<file path="src/rtl/gbe_udp_pktgen_if.sv">
// Application TX bus between the UDP packet generator and the GbE core.
// master: generator side (drives data/dvld/eof/destip/destport, sees afull/overflow)
// slave : core side (sinks bytes, returns afull/overflow)
interface gbe_udp_pktgen_if;
    logic [7:0]  app_tx_data;
    logic        app_tx_dvld;
    logic        app_tx_eof;
    logic [31:0] app_tx_destip;
    logic [15:0] app_tx_destport;
    logic        app_tx_afull;
    logic        app_tx_overflow;

    modport master (
        output app_tx_data, app_tx_dvld, app_tx_eof, app_tx_destip, app_tx_destport,
        input  app_tx_afull, app_tx_overflow
    );

    modport slave (
        input  app_tx_data, app_tx_dvld, app_tx_eof, app_tx_destip, app_tx_destport,
        output app_tx_afull, app_tx_overflow
    );
endinterface

</file>
<file path="src/rtl/gbe_udp_pktgen.sv">
// UDP test packet generator for the GbE core application TX port.
// Emits numbered packets (4-byte big-endian sequence header + index payload)
// of programmable length, destination and inter-packet gap, honouring afull.
// Ports:
//   app_clk, app_rst_n        clock, async active-low reset
//   cfg_*                     run control and packet parameters
//   tx (master)               app_tx_* bus to the core
//   busy, done                generator status
//   stat_pkts, stat_overflow  packet count and saturating overflow-cycle count
module gbe_udp_pktgen #(
    parameter int unsigned MIN_LEN = 4
) (
    input  logic                 app_clk,
    input  logic                 app_rst_n,
    input  logic                 cfg_enable,
    input  logic [31:0]          cfg_destip,
    input  logic [15:0]          cfg_destport,
    input  logic [10:0]          cfg_len,
    input  logic [15:0]          cfg_gap,
    input  logic [31:0]          cfg_count,
    gbe_udp_pktgen_if.master     tx,
    output logic                 busy,
    output logic                 done,
    output logic [31:0]          stat_pkts,
    output logic [15:0]          stat_overflow
);

    localparam int unsigned LEN_W = 11;
    localparam int unsigned GAP_W = 16;
    localparam int unsigned SEQ_W = 32;
    localparam int unsigned OVF_W = 16;
    localparam logic [LEN_W-1:0] MIN_LEN_L = LEN_W'(MIN_LEN);
    localparam logic [OVF_W-1:0] OVF_MAX   = {OVF_W{1'b1}};

    typedef enum logic [2:0] {S_IDLE, S_HDR, S_PAY, S_GAP, S_DONE} state_e;

    state_e             state_q, state_d;
    logic               en_q, en_d;
    logic [SEQ_W-1:0]   seq_q, seq_d;
    logic [LEN_W-1:0]   idx_q, idx_d;
    logic [LEN_W-1:0]   len_q, len_d;
    logic [GAP_W-1:0]   gap_q, gap_d;
    logic [GAP_W-1:0]   gap_cnt_q, gap_cnt_d;
    logic [31:0]        destip_q, destip_d;
    logic [15:0]        destport_q, destport_d;
    logic [7:0]         data_q, data_d;
    logic               dvld_q, dvld_d;
    logic               eof_q, eof_d;
    logic               busy_q, busy_d;
    logic               done_q, done_d;
    logic [31:0]        pkts_q, pkts_d;
    logic [OVF_W-1:0]   ovf_q, ovf_d;

    logic               start_pkt;
    logic               clr_stats;
    logic [7:0]         hdr_byte;

    // Next-state and registered-output logic
    always_comb begin
        state_d    = state_q;
        en_d       = cfg_enable;
        seq_d      = seq_q;
        idx_d      = idx_q;
        len_d      = len_q;
        gap_d      = gap_q;
        gap_cnt_d  = gap_cnt_q;
        destip_d   = destip_q;
        destport_d = destport_q;
        data_d     = data_q;
        dvld_d     = 1'b0;
        eof_d      = 1'b0;
        pkts_d     = pkts_q;
        ovf_d      = ovf_q;
        start_pkt  = 1'b0;
        clr_stats  = 1'b0;

        unique case (idx_q[1:0])
            2'd0:    hdr_byte = seq_q[31:24];
            2'd1:    hdr_byte = seq_q[23:16];
            2'd2:    hdr_byte = seq_q[15:8];
            default: hdr_byte = seq_q[7:0];
        endcase

        case (state_q)
            // Registered enable gives the extra start cycle; a level held
            // high after a stop restarts the same way as a fresh edge.
            S_IDLE: begin
                if (en_q) begin
                    start_pkt = 1'b1;
                    clr_stats = 1'b1;
                end
            end
            S_HDR, S_PAY: begin
                if (!tx.app_tx_afull) begin
                    dvld_d = 1'b1;
                    data_d = (state_q == S_HDR) ? hdr_byte : idx_q[7:0];
                    idx_d  = idx_q + LEN_W'(1);
                    if (idx_q == len_q - LEN_W'(1)) begin
                        eof_d     = 1'b1;
                        seq_d     = seq_q + SEQ_W'(1);
                        pkts_d    = pkts_q + 32'd1;
                        gap_cnt_d = gap_q;
                        state_d   = S_GAP;
                    end else if (idx_q == LEN_W'(3)) begin
                        state_d = S_PAY;
                    end
                end
            end
            // Zero count doubles as the packet-boundary decision cycle.
            S_GAP: begin
                if (gap_cnt_q != '0) begin
                    gap_cnt_d = gap_cnt_q - GAP_W'(1);
                end else if ((cfg_count != 32'd0) && (pkts_q == cfg_count)) begin
                    state_d = S_DONE;
                end else if (!cfg_enable) begin
                    state_d = S_IDLE;
                end else begin
                    start_pkt = 1'b1;
                end
            end
            S_DONE: begin
                if (!cfg_enable) begin
                    state_d = S_IDLE;
                end
            end
            default: state_d = S_IDLE;
        endcase

        if (clr_stats) begin
            seq_d  = '0;
            pkts_d = '0;
        end

        if (start_pkt) begin
            state_d    = S_HDR;
            idx_d      = '0;
            len_d      = (cfg_len < MIN_LEN_L) ? MIN_LEN_L : cfg_len;
            gap_d      = cfg_gap;
            destip_d   = cfg_destip;
            destport_d = cfg_destport;
        end

        if (clr_stats) begin
            ovf_d = '0;
        end else if (tx.app_tx_overflow && (ovf_q != OVF_MAX)) begin
            ovf_d = ovf_q + OVF_W'(1);
        end

        busy_d = (state_d == S_HDR) || (state_d == S_PAY) || (state_d == S_GAP);
        done_d = (state_d == S_DONE);
    end

    // State and output registers
    always_ff @(posedge app_clk or negedge app_rst_n) begin
        if (!app_rst_n) begin
            state_q    <= S_IDLE;
            en_q       <= 1'b0;
            seq_q      <= '0;
            idx_q      <= '0;
            len_q      <= '0;
            gap_q      <= '0;
            gap_cnt_q  <= '0;
            destip_q   <= '0;
            destport_q <= '0;
            data_q     <= '0;
            dvld_q     <= 1'b0;
            eof_q      <= 1'b0;
            busy_q     <= 1'b0;
            done_q     <= 1'b0;
            pkts_q     <= '0;
            ovf_q      <= '0;
        end else begin
            state_q    <= state_d;
            en_q       <= en_d;
            seq_q      <= seq_d;
            idx_q      <= idx_d;
            len_q      <= len_d;
            gap_q      <= gap_d;
            gap_cnt_q  <= gap_cnt_d;
            destip_q   <= destip_d;
            destport_q <= destport_d;
            data_q     <= data_d;
            dvld_q     <= dvld_d;
            eof_q      <= eof_d;
            busy_q     <= busy_d;
            done_q     <= done_d;
            pkts_q     <= pkts_d;
            ovf_q      <= ovf_d;
        end
    end

    assign tx.app_tx_data     = data_q;
    assign tx.app_tx_dvld     = dvld_q;
    assign tx.app_tx_eof      = eof_q;
    assign tx.app_tx_destip   = destip_q;
    assign tx.app_tx_destport = destport_q;
    assign busy               = busy_q;
    assign done               = done_q;
    assign stat_pkts          = pkts_q;
    assign stat_overflow      = ovf_q;

endmodule
</file>
<file path="src/flat_wrapper.sv">
// flat-port wrapper written by rule: the top's interface ports become plain ports
module gbe_udp_pktgen_flat 
#(
    parameter int unsigned MIN_LEN = 4
)
  (app_clk, app_rst_n, cfg_enable, cfg_destip, cfg_destport, cfg_len, cfg_gap, cfg_count, busy, done, stat_pkts, stat_overflow, tx_app_tx_data, tx_app_tx_dvld, tx_app_tx_eof, tx_app_tx_destip, tx_app_tx_destport, tx_app_tx_afull, tx_app_tx_overflow);
  gbe_udp_pktgen_if tx_i ();
  input  logic app_clk;
  input  logic app_rst_n;
  input  logic cfg_enable;
  input  logic [31:0] cfg_destip;
  input  logic [15:0] cfg_destport;
  input  logic [10:0] cfg_len;
  input  logic [15:0] cfg_gap;
  input  logic [31:0] cfg_count;
  output logic busy;
  output logic done;
  output logic [31:0] stat_pkts;
  output logic [15:0] stat_overflow;
  output wire logic [$bits(tx_i.app_tx_data)-1:0] tx_app_tx_data;
  output wire logic [$bits(tx_i.app_tx_dvld)-1:0] tx_app_tx_dvld;
  output wire logic [$bits(tx_i.app_tx_eof)-1:0] tx_app_tx_eof;
  output wire logic [$bits(tx_i.app_tx_destip)-1:0] tx_app_tx_destip;
  output wire logic [$bits(tx_i.app_tx_destport)-1:0] tx_app_tx_destport;
  input wire logic [$bits(tx_i.app_tx_afull)-1:0] tx_app_tx_afull;
  input wire logic [$bits(tx_i.app_tx_overflow)-1:0] tx_app_tx_overflow;
  assign tx_app_tx_data = tx_i.app_tx_data;
  assign tx_app_tx_dvld = tx_i.app_tx_dvld;
  assign tx_app_tx_eof = tx_i.app_tx_eof;
  assign tx_app_tx_destip = tx_i.app_tx_destip;
  assign tx_app_tx_destport = tx_i.app_tx_destport;
  assign tx_i.app_tx_afull = tx_app_tx_afull;
  assign tx_i.app_tx_overflow = tx_app_tx_overflow;
  gbe_udp_pktgen #(.MIN_LEN(MIN_LEN)) u_core (.app_clk(app_clk), .app_rst_n(app_rst_n), .cfg_enable(cfg_enable), .cfg_destip(cfg_destip), .cfg_destport(cfg_destport), .cfg_len(cfg_len), .cfg_gap(cfg_gap), .cfg_count(cfg_count), .tx(tx_i), .busy(busy), .done(done), .stat_pkts(stat_pkts), .stat_overflow(stat_overflow));
endmodule
</file>
<file path="config.mk">
export PLATFORM = sky130hd
export DESIGN_NAME = gbe_udp_pktgen_flat
export DESIGN_NICKNAME = d
export VERILOG_FILES = /design/src/rtl/gbe_udp_pktgen_if.sv /design/src/rtl/gbe_udp_pktgen.sv /design/src/flat_wrapper.sv
export SDC_FILE = /design/constraint.sdc
export NUM_CORES = 1
export LEC_CHECK = 0
export ABC_CLOCK_PERIOD_IN_PS = 2600
export BUFFER_PORTS_ARGS = -buffer_cell sky130_fd_sc_hd__buf_2
export CORE_UTILIZATION = 51
export CTS_BUF_LIST = sky130_fd_sc_hd__clkbuf_8
export CTS_CLUSTER_DIAMETER = 100
export DETAILED_ROUTE_END_ITERATION = 10
export HOLD_SLACK_MARGIN = 0.06
export PLACE_DENSITY = 0.78
export SYNTH_ARGS = -nofsm -noshare
export SYNTH_HDL_FRONTEND = slang
export SYNTH_SLANG_ARGS = --single-unit
</file>
<file path="constraint.sdc">
create_clock -name app_clk -period 2.6 [get_ports app_clk]
set_input_delay 0 -clock app_clk [delete_from_list [all_inputs] [get_ports app_clk]]
set_output_delay 0 -clock app_clk [all_outputs]
set_load 0.02 [all_outputs]
</file>
==> results of run 1 <==
-- critical path: cells and delay by family, from the launching register on --
family	cells	cell delay, ps
AND/OR/NAND/NOR	4	760
XOR/XNOR	1	190
buffers and inverters	6	740
flip-flops	1	440
AO/OA/AOI/OAI	3	530
adder cells (fa/ha/maj)	1	180
-- worst paths after layout --
check / from / to / slack [ps] / depth (start not counted)
worst max-delay path: u_core.len_q[0]$_DFFE_PN0P_ / u_core.stat_pkts[11]$_DFFE_PN0P_ / -360 / 15
worst min-delay path: app_rst_n / u_core.stat_pkts[13]$_DFFE_PN0P_ / 120 / 2
worst max register to register: u_core.len_q[0]$_DFFE_PN0P_ / u_core.stat_pkts[11]$_DFFE_PN0P_ / -360 / 15
worst min register to register: u_core.gap_q[9]$_DFFE_PN0P_ / u_core.gap_q[9]$_DFFE_PN0P_ / 520 / 1
max in group asynchronous: app_rst_n / u_core.gap_q[13]$_DFFE_PN0P_ / 1500 / 3
min in group app_clk: cfg_count[24] / u_core.done$_DFF_PN0_ / 210 / 6
-- what timing repair did --
action                     CTS  global route
pin swaps                   17            30
setup endpoints to repair  165           158
hold buffers                81             0
resized for setup           25           155
gates cloned                 1            16
setup buffers                4            16
hold endpoints to repair   166             0
-- cell families (layout without fill, tap and decap cells) --
| logic type | Yosys count | after routing | share of synthesized area |
|---|---|---|---|
| simple gates | 369 | 369 | 0.186 |
| flops | 198 | 198 | 0.485 |
| compound gates | 129 | 129 | 0.0830 |
| xor+xnor | 129 | 129 | 0.111 |
| mux | 82 | 82 | 0.0892 |
| buf+inv | 77 | 490 | 0.0354 |
| fa+ha+maj | 9 | 9 | 0.0110 |
-- area by class of cell --
class | count | area [sq um]
Multi-Input combinational cell | 718 | 5560
Sequential cell | 198 | 4960
Fill cell | 1203 | 4760
Timing Repair Buffer | 438 | 3440
Tap cell | 265 | 332
Clock buffer | 19 | 262
Clock inverter | 13 | 136
Inverter | 20 | 80.1
-- flip-flops by register name, summed over array words and instances, names as in the netlist, 3 cells and up --
register,flops
u_core.seq_q,32
u_core.stat_pkts,32
u_core.tx.app_tx_destip,32
u_core.gap_cnt_q,16
u_core.gap_q,16
u_core.stat_overflow,16
u_core.tx.app_tx_destport,16
u_core.idx_q,11
u_core.len_q,11
u_core.tx.app_tx_data,8
u_core.state_q,3
-- through the flow --
stage	TNS (ps)	hold slack, ps	util	instance area (sq um)
after floorplan	-4220	-296	-	10300
after global placement	-11410	112	0.632	12300
after detailed placement	-20050	108	0.632	12300
after CTS	-10340	165	0.703	13700
after global routing	-34750	209	0.756	14800
final	-23960	117	0.756	14800
-- where the power goes --
group | switching [mW] | internal, mW | total (mW)
combinational | 3.22 | 3.05 | 6.26
clock | 1.23 | 0.844 | 2.08
sequential | 0.808 | 3.95 | 4.76
-- Yosys cell counts (all sizes together), types with 7 or more instances --
master	n
dfrtp	198
nor2	130
xor2	87
mux2	72
nand2	55
a21oi	46
xnor2	42
clkbuf	35
nand3	29
o21ai	29
nand4	27
nor4	25
buf	22
and3	21
nor3	21
inv	20
and2	18
o211ai	13
or3	11
mux2i	10
ha	9
o2111ai	9
a222oi	8
nor4b	7
-- metal layers --
metal,share of wire,global-route usage,vias to the layer above
li1,-,-,4286
met1,0.39,0.349,4870
met2,0.50,0.492,518
met3,0.072,0.0583,116
met4,0.044,0.120,0
met5,0,0,-
==> run_summary.xml, run 1 <==
<?xml version="1.0" encoding="UTF-8"?>
<metrics>
  <group name="layout">
    <metric name="diodes" unit="">0</metric>
    <metric name="areaGrowthSynthToFinish" unit="%">44.6</metric>
    <metric name="drive_gt1_frac" unit="">0.389</metric>
    <metric name="mostFrequentLayoutCell" unit="">buf_2</metric>
    <metric name="fin_nets" unit="">1514</metric>
    <metric name="final_cell_mix" unit="">buf_2, dfrtp_1, nor2_1</metric>
    <metric name="layout.cells.non_filler" unit="">1671</metric>
  </group>
  <group name="clocking">
    <metric name="clock-sinks" unit="">198</metric>
    <metric name="ctsLongestPathBuffers" unit="">2</metric>
    <metric name="tritoncts" unit="">built</metric>
    <metric name="clk_pin_slew_worst_paths" unit="ps">110</metric>
    <metric name="htree_num_levels" unit="">4</metric>
    <metric name="cts_inserted_buffers" unit="">17</metric>
    <metric name="worstSkewPairLatency" unit="ps">480</metric>
    <metric name="cts.root.buffer_cell" unit="">clkbuf_8</metric>
  </group>
  <group name="synthesis">
    <metric name="netlist.area_leader.share" unit="">0.485</metric>
    <metric name="synth.largest_area_cell" unit="">dfrtp_1</metric>
    <metric name="share_of_flip_flops_with_an_asynchronous_set_or_reset_after_synthesis" unit="">1.00</metric>
    <metric name="synth_area_per_cell" unit="sq um">10.3</metric>
    <metric name="synth_cell_types" unit="">58</metric>
    <metric name="ys_warn_count" unit="">0</metric>
    <metric name="syn_nets" unit="">1114</metric>
    <metric name="dominantRegCellSynth" unit="">dfrtp_1</metric>
    <metric name="synth_area_leaders" unit="">dfrtp_1, mux2_2, xor2_1, nor2_1, xnor2_1</metric>
    <metric name="synth_enable_flop_cells" unit="">0</metric>
    <metric name="synth_sequential_area_ratio" unit="">0.485</metric>
    <metric name="synthesis.area" unit="sq um">10200</metric>
    <metric name="synthCells" unit="">993</metric>
    <metric name="synth_seq_cells" unit="">198</metric>
  </group>
  <group name="setup_path">
    <metric name="cp-end-kind" unit="">register</metric>
    <metric name="path_class" unit="">register to register</metric>
    <metric name="setup.worst_path.start_class" unit="">register</metric>
    <metric name="cpMostUsedCell" unit="">buf_4</metric>
    <metric name="cp_data_required_time" unit="ps">2970</metric>
    <metric name="cell_with_the_largest_stage_delay_on_the_worst_path" unit="">dfrtp_1</metric>
    <metric name="critPathMaxStageDelay" unit="ps">440</metric>
    <metric name="cp_max_fo" unit="">7</metric>
    <metric name="critical_path_arrival" unit="ps">3320</metric>
    <metric name="cell_breakdown_of_the_critical_path" unit="">inv_1 &gt; ha_2 &gt; buf_4 &gt; buf_4 &gt; nor4b_1 &gt; or4_1 &gt; a21oi_1 &gt; a31o_2 &gt; nand4b_4 &gt; clkinv_4 &gt; buf_12 &gt; clkbuf_16 &gt; o211ai_1 &gt; xor2_1 &gt; nor2_1</metric>
  </group>
  <group name="routing">
    <metric name="via_count" unit="">9790</metric>
    <metric name="wire_per_inst" unit="microns">20.6</metric>
    <metric name="detailedRoute.firstPassIterationCount" unit="">6</metric>
    <metric name="drtAntennaViolNets" unit="">0</metric>
    <metric name="drt-total-wl" unit="microns">34400</metric>
    <metric name="drc" unit="">0</metric>
    <metric name="drt_first_iter_violations" unit="">757</metric>
    <metric name="avgViaCountPerCell" unit="">5.86</metric>
  </group>
  <group name="placement">
    <metric name="buffer_ports.inserted" unit="">219</metric>
    <metric name="routabilityCongestion" unit="">0.880</metric>
    <metric name="dp.final_hpwl" unit="microns">18900</metric>
    <metric name="dp_worst_setup_slack" unit="ps">-260</metric>
    <metric name="numPlacedInstances" unit="">1522</metric>
  </group>
  <group name="floorplan">
    <metric name="floorplan.initialDensity" unit="">0.523</metric>
    <metric name="die_y" unit="microns">143</metric>
    <metric name="rows" unit="">51</metric>
    <metric name="core_region_area" unit="sq um">19500</metric>
    <metric name="die-area" unit="sq um">20600</metric>
    <metric name="i_o_pins" unit="">220</metric>
    <metric name="dieWidth" unit="microns">143</metric>
  </group>
  <group name="grt">
    <metric name="global_route.overflow_total" unit="">0</metric>
    <metric name="antenna_found_initial" unit="">0</metric>
    <metric name="grt_use_total" unit="">0.286</metric>
    <metric name="grt_pass1_wl" unit="microns">45400</metric>
    <metric name="grt_pass1_vias" unit="">9119</metric>
    <metric name="pin_count_of_the_biggest_net_entering_global_routing" unit="">89</metric>
  </group>
  <group name="sta">
    <metric name="final.setup_skew" unit="ps">17.1</metric>
    <metric name="final-hold-violation-count" unit="">0</metric>
    <metric name="final_min_period_over_clock_period" unit="">1.14</metric>
    <metric name="final.min_clock_period" unit="ps">2960</metric>
    <metric name="setup_violations" unit="">154</metric>
    <metric name="fin_ws" unit="ps">-357</metric>
    <metric name="unrepaired_setup_endpoints_after_global_routing" unit="">true</metric>
    <metric name="slew_violations" unit="">0</metric>
    <metric name="worst-slew-pin-transition" unit="ps">738</metric>
    <metric name="fmax" unit="MHz">338</metric>
    <metric name="slew-limit-headroom" unit="">0.508</metric>
  </group>
  <group name="run">
    <metric name="drv.max_cap_violation_count" unit="">0</metric>
  </group>
  <group name="pwr">
    <metric name="cellPowerDensity" unit="nW/um^2">887</metric>
    <metric name="max-vdd-ir-drop" unit="mV">0.805</metric>
    <metric name="power.leakage" unit="nW">7.25</metric>
    <metric name="post-layout-total-power" unit="mW">13.1</metric>
  </group>
  <group name="worst_hold_path">
    <metric name="min_path_type" unit="">input port to asynchronous set/reset pin</metric>
  </group>
  <group name="status">
    <metric name="status" unit="">finished, violations left</metric>
    <metric name="failed_checks" unit="">negative setup slack</metric>
  </group>
</metrics>
Note: power is estimated with default switching activity, not from simulation.
==> run 2: changes to the inputs <==
- CORE_ASPECT_RATIO: default -> 2
==> run 2 against run 1 <==
  * The run still ends with negative setup slack left
  * Global-route usage grew 0.23 points
  * Combinational power is 9.4% lower
  * Worst hold slack lost 0.96 ps
  * Fmax up 2.4%
  * Power is 6.6% lower
  * Clock power is 8% lower
  * Setup slack improved by 70 ps
  * Die area is 0.17% higher
  * Final cell count decreased by 1.4%
  * Core utilization is 2.2 points lower
  * Register-to-register slack gained 70 ps
  * Sequential share of layout area is 1.1 points higher
  * Critical endpoint is now u_core.gap_cnt_q[14]$_DFFE_PN0P_
  * Largest power group unchanged
==> run_summary.xml, run 2 (synthesis results as in run 1) <==
<?xml version="1.0" encoding="UTF-8"?>
<metrics>
  <group name="placement">
    <metric name="dp.final_hpwl" unit="microns">19200</metric>
    <metric name="routabilityCongestion" unit="">0.914</metric>
    <metric name="buffer_ports.inserted" unit="">219</metric>
    <metric name="dp_worst_setup_slack" unit="ps">-260</metric>
  </group>
  <group name="routing">
    <metric name="drt_first_iter_violations" unit="">634</metric>
    <metric name="drtAntennaViolNets" unit="">0</metric>
    <metric name="drt-total-wl" unit="microns">31300</metric>
    <metric name="detailedRoute.firstPassIterationCount" unit="">8</metric>
    <metric name="wire_per_inst" unit="microns">19.0</metric>
    <metric name="via_count" unit="">9424</metric>
    <metric name="avgViaCountPerCell" unit="">5.72</metric>
    <metric name="drc" unit="">0</metric>
  </group>
  <group name="sta">
    <metric name="unrepaired_setup_endpoints_after_global_routing" unit="">true</metric>
    <metric name="final.min_clock_period" unit="ps">2890</metric>
    <metric name="setup_violations" unit="">156</metric>
    <metric name="final-hold-violation-count" unit="">0</metric>
    <metric name="final.setup_skew" unit="ps">23.0</metric>
    <metric name="slew-limit-headroom" unit="">0.559</metric>
    <metric name="fin_ws" unit="ps">-286</metric>
    <metric name="worst-slew-pin-transition" unit="ps">661</metric>
    <metric name="final_min_period_over_clock_period" unit="">1.11</metric>
    <metric name="fmax" unit="MHz">346</metric>
    <metric name="slew_violations" unit="">0</metric>
  </group>
  <group name="worst_hold_path">
    <metric name="min_path_type" unit="">input port to asynchronous set/reset pin</metric>
  </group>
  <group name="layout">
    <metric name="diodes" unit="">0</metric>
    <metric name="final_cell_mix" unit="">buf_2, dfrtp_1, nor2_1</metric>
    <metric name="mostFrequentLayoutCell" unit="">buf_2</metric>
    <metric name="final_util" unit="">0.734</metric>
    <metric name="fin_nets" unit="">1496</metric>
    <metric name="drive_gt1_frac" unit="">0.360</metric>
    <metric name="areaGrowthSynthToFinish" unit="%">39.9</metric>
  </group>
  <group name="clocking">
    <metric name="worstSkewPairLatency" unit="ps">500</metric>
    <metric name="clock-sinks" unit="">198</metric>
    <metric name="cts.root.buffer_cell" unit="">clkbuf_8</metric>
    <metric name="cts_inserted_buffers" unit="">17</metric>
    <metric name="clk_pin_slew_worst_paths" unit="ps">120</metric>
    <metric name="tritoncts" unit="">built</metric>
    <metric name="htree_num_levels" unit="">4</metric>
    <metric name="ctsLongestPathBuffers" unit="">2</metric>
  </group>
  <group name="grt">
    <metric name="grt_pass1_vias" unit="">9659</metric>
    <metric name="globalRoute.busiestLayer" unit="">met2</metric>
    <metric name="grt_pass1_wl" unit="microns">46100</metric>
    <metric name="grt_use_total" unit="">0.288</metric>
    <metric name="use_met2" unit="">0.509</metric>
    <metric name="met3_global_route_usage" unit="">0.0605</metric>
    <metric name="gr-usage-met1" unit="">0.304</metric>
    <metric name="antenna_found_initial" unit="">0</metric>
    <metric name="global_route.overflow_total" unit="">0</metric>
    <metric name="pin_count_of_the_biggest_net_entering_global_routing" unit="">73</metric>
  </group>
  <group name="pwr">
    <metric name="max-vdd-ir-drop" unit="mV">0.886</metric>
    <metric name="cellPowerDensity" unit="nW/um^2">856</metric>
    <metric name="power.leakage" unit="nW">6.96</metric>
  </group>
  <group name="floorplan">
    <metric name="die-area" unit="sq um">20600</metric>
    <metric name="floorplan.initialDensity" unit="">0.525</metric>
    <metric name="rows" unit="">72</metric>
    <metric name="core_region_area" unit="sq um">19500</metric>
    <metric name="i_o_pins" unit="">220</metric>
    <metric name="dieWidth" unit="microns">102</metric>
    <metric name="die_y" unit="microns">202</metric>
  </group>
  <group name="run">
    <metric name="drv.max_cap_violation_count" unit="">0</metric>
  </group>
  <group name="status">
    <metric name="failed_checks" unit="">negative setup slack</metric>
    <metric name="status" unit="">finished, violations left</metric>
  </group>
  <group name="setup_path">
    <metric name="r2r_cells" unit="">10</metric>
    <metric name="cp-end-kind" unit="">register</metric>
    <metric name="path_class" unit="">register to register</metric>
    <metric name="cp_data_required_time" unit="ps">2990</metric>
    <metric name="setup.worst_path.start_class" unit="">register</metric>
    <metric name="critical_path_arrival" unit="ps">3280</metric>
    <metric name="cp_max_fo" unit="">6</metric>
  </group>
</metrics>
==> run 2: cell count changes in the layout (fill, tap and decap cells not counted), moves of 6 or more <==
cell,previous run,this run
buf_6,13,3
mux2_2,3,24
mux2_4,69,48
nand2_1,46,52
nand3_1,18,24
nand3_2,11,5
o21ai_0,16,23
o21ai_2,6,0
==> run 2: area by class of cell <==
type,instances,area [sq um]
clock inverters,15,143
inverters,20,80.1
well taps,259,324
multi-input cells,718,5340
repair buffers,420,3210
fillers,1302,5170
flip-flops and latches,198,4950
clock buffers,17,234
==> run 2: through the flow <==
step                      total power [mW]  setup TNS [ps]  hold slack (ps)  cell area, sq um  instances
after CTS                             11.4          -12720              114             13700       1631
after global routing                  12.9          -38280              140             14300       1647
after floorplan                       7.57           -4220             -296             10300        993
after global placement                9.06          -15670             11.8             12300       1512
after detailed placement              9.25          -14640             16.5             12300       1512
final                                 12.2          -21650              116             14300       1647
==> run 2: routing by layer <==
metal | vias up | part of all wire | wire [microns]
met5 | - | 0 | 0
met4 | 0 | 0.051 | 1610
met3 | 124 | 0.052 | 1610
met2 | 437 | 0.54 | 16900
met1 | 4616 | 0.36 | 11200
li1 | 4247 | - | -
==> run 2: path summary, 6_finish.rpt <==
check | endpoint | startpoint | slack (ps)
setup reg to reg | u_core.gap_cnt_q[14]$_DFFE_PN0P_ | u_core.len_q[0]$_DFFE_PN0P_ | -290
max in group asynchronous | u_core.seq_q[2]$_DFFE_PN0P_ | app_rst_n | 2050
min in group app_clk | u_core.tx.app_tx_destport[13]$_DFFE_PN0P_ | cfg_destport[13] | 270
setup / recovery | u_core.gap_cnt_q[14]$_DFFE_PN0P_ | u_core.len_q[0]$_DFFE_PN0P_ | -290
hold reg to reg | u_core.gap_cnt_q[15]$_DFFE_PN0P_ | u_core.gap_cnt_q[15]$_DFFE_PN0P_ | 520
hold / removal | u_core.stat_pkts[19]$_DFFE_PN0P_ | app_rst_n | 120
==> run 2: what timing repair did <==
action | in CTS | in global routing
hold buffers | 82 | 0
resized for setup | 20 | 82
endpoints found under the setup margin | 153 | 159
pin swaps | 14 | 22
endpoints found under the hold margin | 287 | 0
gates cloned | 1 | 11
setup buffers | 4 | 6
==> run 2: power by group <==
part	leakage (nW)	switching (mW)	internal, mW	total (mW)
registers	2.53	0.708	3.95	4.65
logic	4.24	2.93	2.75	5.67
clock network	0.184	1.21	0.702	1.91
total	6.96	4.84	7.39	12.2
==> run 2: critical path: stages, from the launching register on <==
cell,delay [ps]
dfrtp_1,450
or4_4,550
or4_4,530
a21oi_2,120
a31o_2,130
nand4b_4,150
clkinv_4,170
o21a_4,210
clkbuf_16,160
mux2i_1,230
nor2_1,80
==> run 3: changes to the inputs <==
- SKIP_CTS_REPAIR_TIMING: default -> 1
==> run 3 against run 2 <==
  * The run still ends with negative setup slack left
  * Global-route usage decreased by 2.8 points
  * Final cell count increased by 0.36%
  * Non-clock buffer count increased by 6
  * First-iteration DRC count decreased by 6.9%
  * Critical path depth increased by 1
  * Flip-flop and latch count unchanged
  * Fmax decreased by 0.99%
  * Clock power about the same
  * Worst hold slack got worse by 87 ps
  * Clock skew increased by 2.5 ps
  * Count of clock-buffer cells in the layout unchanged
==> run_summary.xml, run 3 (synthesis results as in run 1) <==
<?xml version="1.0" encoding="UTF-8"?>
<metrics>
  <group name="layout">
    <metric name="fillers" unit="">1298</metric>
    <metric name="fin_nets" unit="">1502</metric>
    <metric name="drive_gt1_frac" unit="">0.364</metric>
    <metric name="storage_element_area" unit="sq um">4950</metric>
    <metric name="layout.cells.non_filler" unit="">1653</metric>
    <metric name="diodes" unit="">0</metric>
    <metric name="final_cell_mix" unit="">buf_2, dfrtp_1, nor2_1</metric>
    <metric name="areaGrowthSynthToFinish" unit="%">41.4</metric>
    <metric name="multi_input_comb_area" unit="sq um">5400</metric>
    <metric name="mostFrequentLayoutCell" unit="">buf_2</metric>
    <metric name="final_util" unit="">0.742</metric>
  </group>
  <group name="sta">
    <metric name="worst-slew-pin-transition" unit="ps">667</metric>
    <metric name="slew-limit-headroom" unit="">0.555</metric>
    <metric name="unrepaired_setup_endpoints_after_global_routing" unit="">true</metric>
    <metric name="final.setup.tns" unit="ps">-27300</metric>
    <metric name="final-hold-violation-count" unit="">0</metric>
    <metric name="slew_violations" unit="">0</metric>
    <metric name="setup_violations" unit="">158</metric>
    <metric name="final_min_period_over_clock_period" unit="">1.12</metric>
    <metric name="final.setup_skew" unit="ps">25.5</metric>
    <metric name="final.min_clock_period" unit="ps">2920</metric>
    <metric name="fmax" unit="MHz">343</metric>
    <metric name="fin_ws" unit="ps">-315</metric>
  </group>
  <group name="placement">
    <metric name="routabilityCongestion" unit="">0.914</metric>
    <metric name="dp.final_hpwl" unit="microns">19200</metric>
    <metric name="buffer_ports.inserted" unit="">219</metric>
    <metric name="numPlacedInstances" unit="">1512</metric>
  </group>
  <group name="pwr">
    <metric name="max-vdd-ir-drop" unit="mV">0.719</metric>
    <metric name="power.leakage" unit="nW">7.11</metric>
    <metric name="cellPowerDensity" unit="nW/um^2">871</metric>
  </group>
  <group name="setup_path">
    <metric name="ff2ff_setup_slack" unit="ps">-320</metric>
    <metric name="critical_path_arrival" unit="ps">3350</metric>
    <metric name="critical_path_start" unit="">u_core.len_q[1]$_DFFE_PN0P_</metric>
    <metric name="setup.worst_path.start_class" unit="">register</metric>
    <metric name="cp-end-kind" unit="">register</metric>
    <metric name="path_class" unit="">register to register</metric>
    <metric name="cp_data_required_time" unit="ps">3040</metric>
    <metric name="critical_path.reg2reg.startpoint" unit="">u_core.len_q[1]$_DFFE_PN0P_</metric>
    <metric name="worstSetupEndpoint" unit="">u_core.stat_pkts[10]$_DFFE_PN0P_</metric>
    <metric name="r2r_cells" unit="">11</metric>
    <metric name="cp_max_fo" unit="">9</metric>
    <metric name="worst_r2r_endpoint" unit="">u_core.stat_pkts[10]$_DFFE_PN0P_</metric>
  </group>
  <group name="grt">
    <metric name="pin_count_of_the_biggest_net_entering_global_routing" unit="">73</metric>
    <metric name="grt_pass1_vias" unit="">8838</metric>
    <metric name="grt_use_total" unit="">0.260</metric>
    <metric name="grt_pass1_wl" unit="microns">41800</metric>
    <metric name="global_route.overflow_total" unit="">0</metric>
    <metric name="antenna_found_initial" unit="">0</metric>
  </group>
  <group name="floorplan">
    <metric name="core_region_area" unit="sq um">19500</metric>
    <metric name="floorplan.initialDensity" unit="">0.525</metric>
    <metric name="die-area" unit="sq um">20600</metric>
    <metric name="rows" unit="">72</metric>
    <metric name="dieWidth" unit="microns">102</metric>
    <metric name="die_y" unit="microns">202</metric>
    <metric name="i_o_pins" unit="">220</metric>
  </group>
  <group name="routing">
    <metric name="drt-total-wl" unit="microns">31300</metric>
    <metric name="drt_first_iter_violations" unit="">590</metric>
    <metric name="via_count" unit="">9456</metric>
    <metric name="wire_per_inst" unit="microns">19.0</metric>
    <metric name="avgViaCountPerCell" unit="">5.72</metric>
    <metric name="drc" unit="">0</metric>
    <metric name="detailedRoute.firstPassIterationCount" unit="">5</metric>
    <metric name="drtAntennaViolNets" unit="">0</metric>
  </group>
  <group name="clocking">
    <metric name="worstSkewPairLatency" unit="ps">510</metric>
    <metric name="cts_inserted_buffers" unit="">17</metric>
    <metric name="htree_num_levels" unit="">4</metric>
    <metric name="cts.root.buffer_cell" unit="">clkbuf_8</metric>
    <metric name="ctsLongestPathBuffers" unit="">2</metric>
    <metric name="clk_pin_slew_worst_paths" unit="ps">110</metric>
    <metric name="clock-sinks" unit="">198</metric>
    <metric name="tritoncts" unit="">built</metric>
  </group>
  <group name="worst_hold_path">
    <metric name="min_path_type" unit="">input port to asynchronous set/reset pin</metric>
  </group>
  <group name="status">
    <metric name="status" unit="">finished, violations left</metric>
    <metric name="failed_checks" unit="">negative setup slack</metric>
  </group>
  <group name="run">
    <metric name="drv.max_cap_violation_count" unit="">0</metric>
  </group>
</metrics>
[run 3: cell type report]
class	instances	area share
inverters	20	0.00555
repair buffers	426	0.228
clock buffers	17	0.0162
multi-input cells	718	0.374
flip-flops and latches	198	0.343
well taps	259	0.0224
clock inverters	15	0.00988
[run 3: stage by stage]
| step | power [mW] | hold WS [ps] | worst slack (ps) | instance area [sq um] |
|---|---|---|---|---|
| 5_1_grt | 13.2 | 67.6 | -408 | 14400 |
| 2_1_floorplan | 7.57 | -296 | -146 | 10300 |
| 6_report | 12.6 | 28.9 | -315 | 14400 |
| 3_5_place_dp | 9.25 | 16.5 | -260 | 12300 |
| 4_1_cts | 11.2 | -530 | -287 | 12700 |
| 3_3_place_gp | 9.06 | 11.8 | -223 | 12300 |
[run 3: critical path, cell delays in order, from the launching register on]
cell and delay, ps:
dfrtp_1 430, inv_1 90, ha_2 180, or3b_4 410, nor4b_4 250, xnor2_1 80
or3_1 300, nand4b_4 230, buf_12 200, or4_4 430, xnor2_2 140, nor2_1 100
[run 3: worst min path at each step]
| stage | startpoint | end | slack [ps] | cells after the start |
|---|---|---|---|---|
| detailed placement | app_rst_n | u_core.stat_overflow[2]$_DFFE_PN0P_ | 20 | 1 |
| global placement | app_rst_n | u_core.stat_overflow[0]$_DFFE_PN0P_ | 10 | 1 |
| global route | app_rst_n | u_core.stat_overflow[0]$_DFFE_PN0P_ | 70 | 2 |
| CTS | app_rst_n | u_core.stat_pkts[22]$_DFFE_PN0P_ | -530 | 1 |
| floorplan | app_rst_n | u_core.busy$_DFF_PN0_ | -300 | 0 |
| finish | app_rst_n | u_core.stat_pkts[19]$_DFFE_PN0P_ | 30 | 2 |
[run 3: routing by layer]
layer | vias up | GRT usage | part of all wire
li1 | 4258 | - | -
met1 | 4659 | 0.280 | 0.36
met2 | 411 | 0.467 | 0.54
met3 | 128 | 0.0494 | 0.045
met4 | 0 | 0.135 | 0.057
met5 | - | 0 | 0
[run 3: power by group]
group	switching [mW]	internal, mW	leakage, nW
Sequential	0.727	3.95	2.53
Combinational	2.99	2.97	4.39
Clock	1.23	0.702	0.184
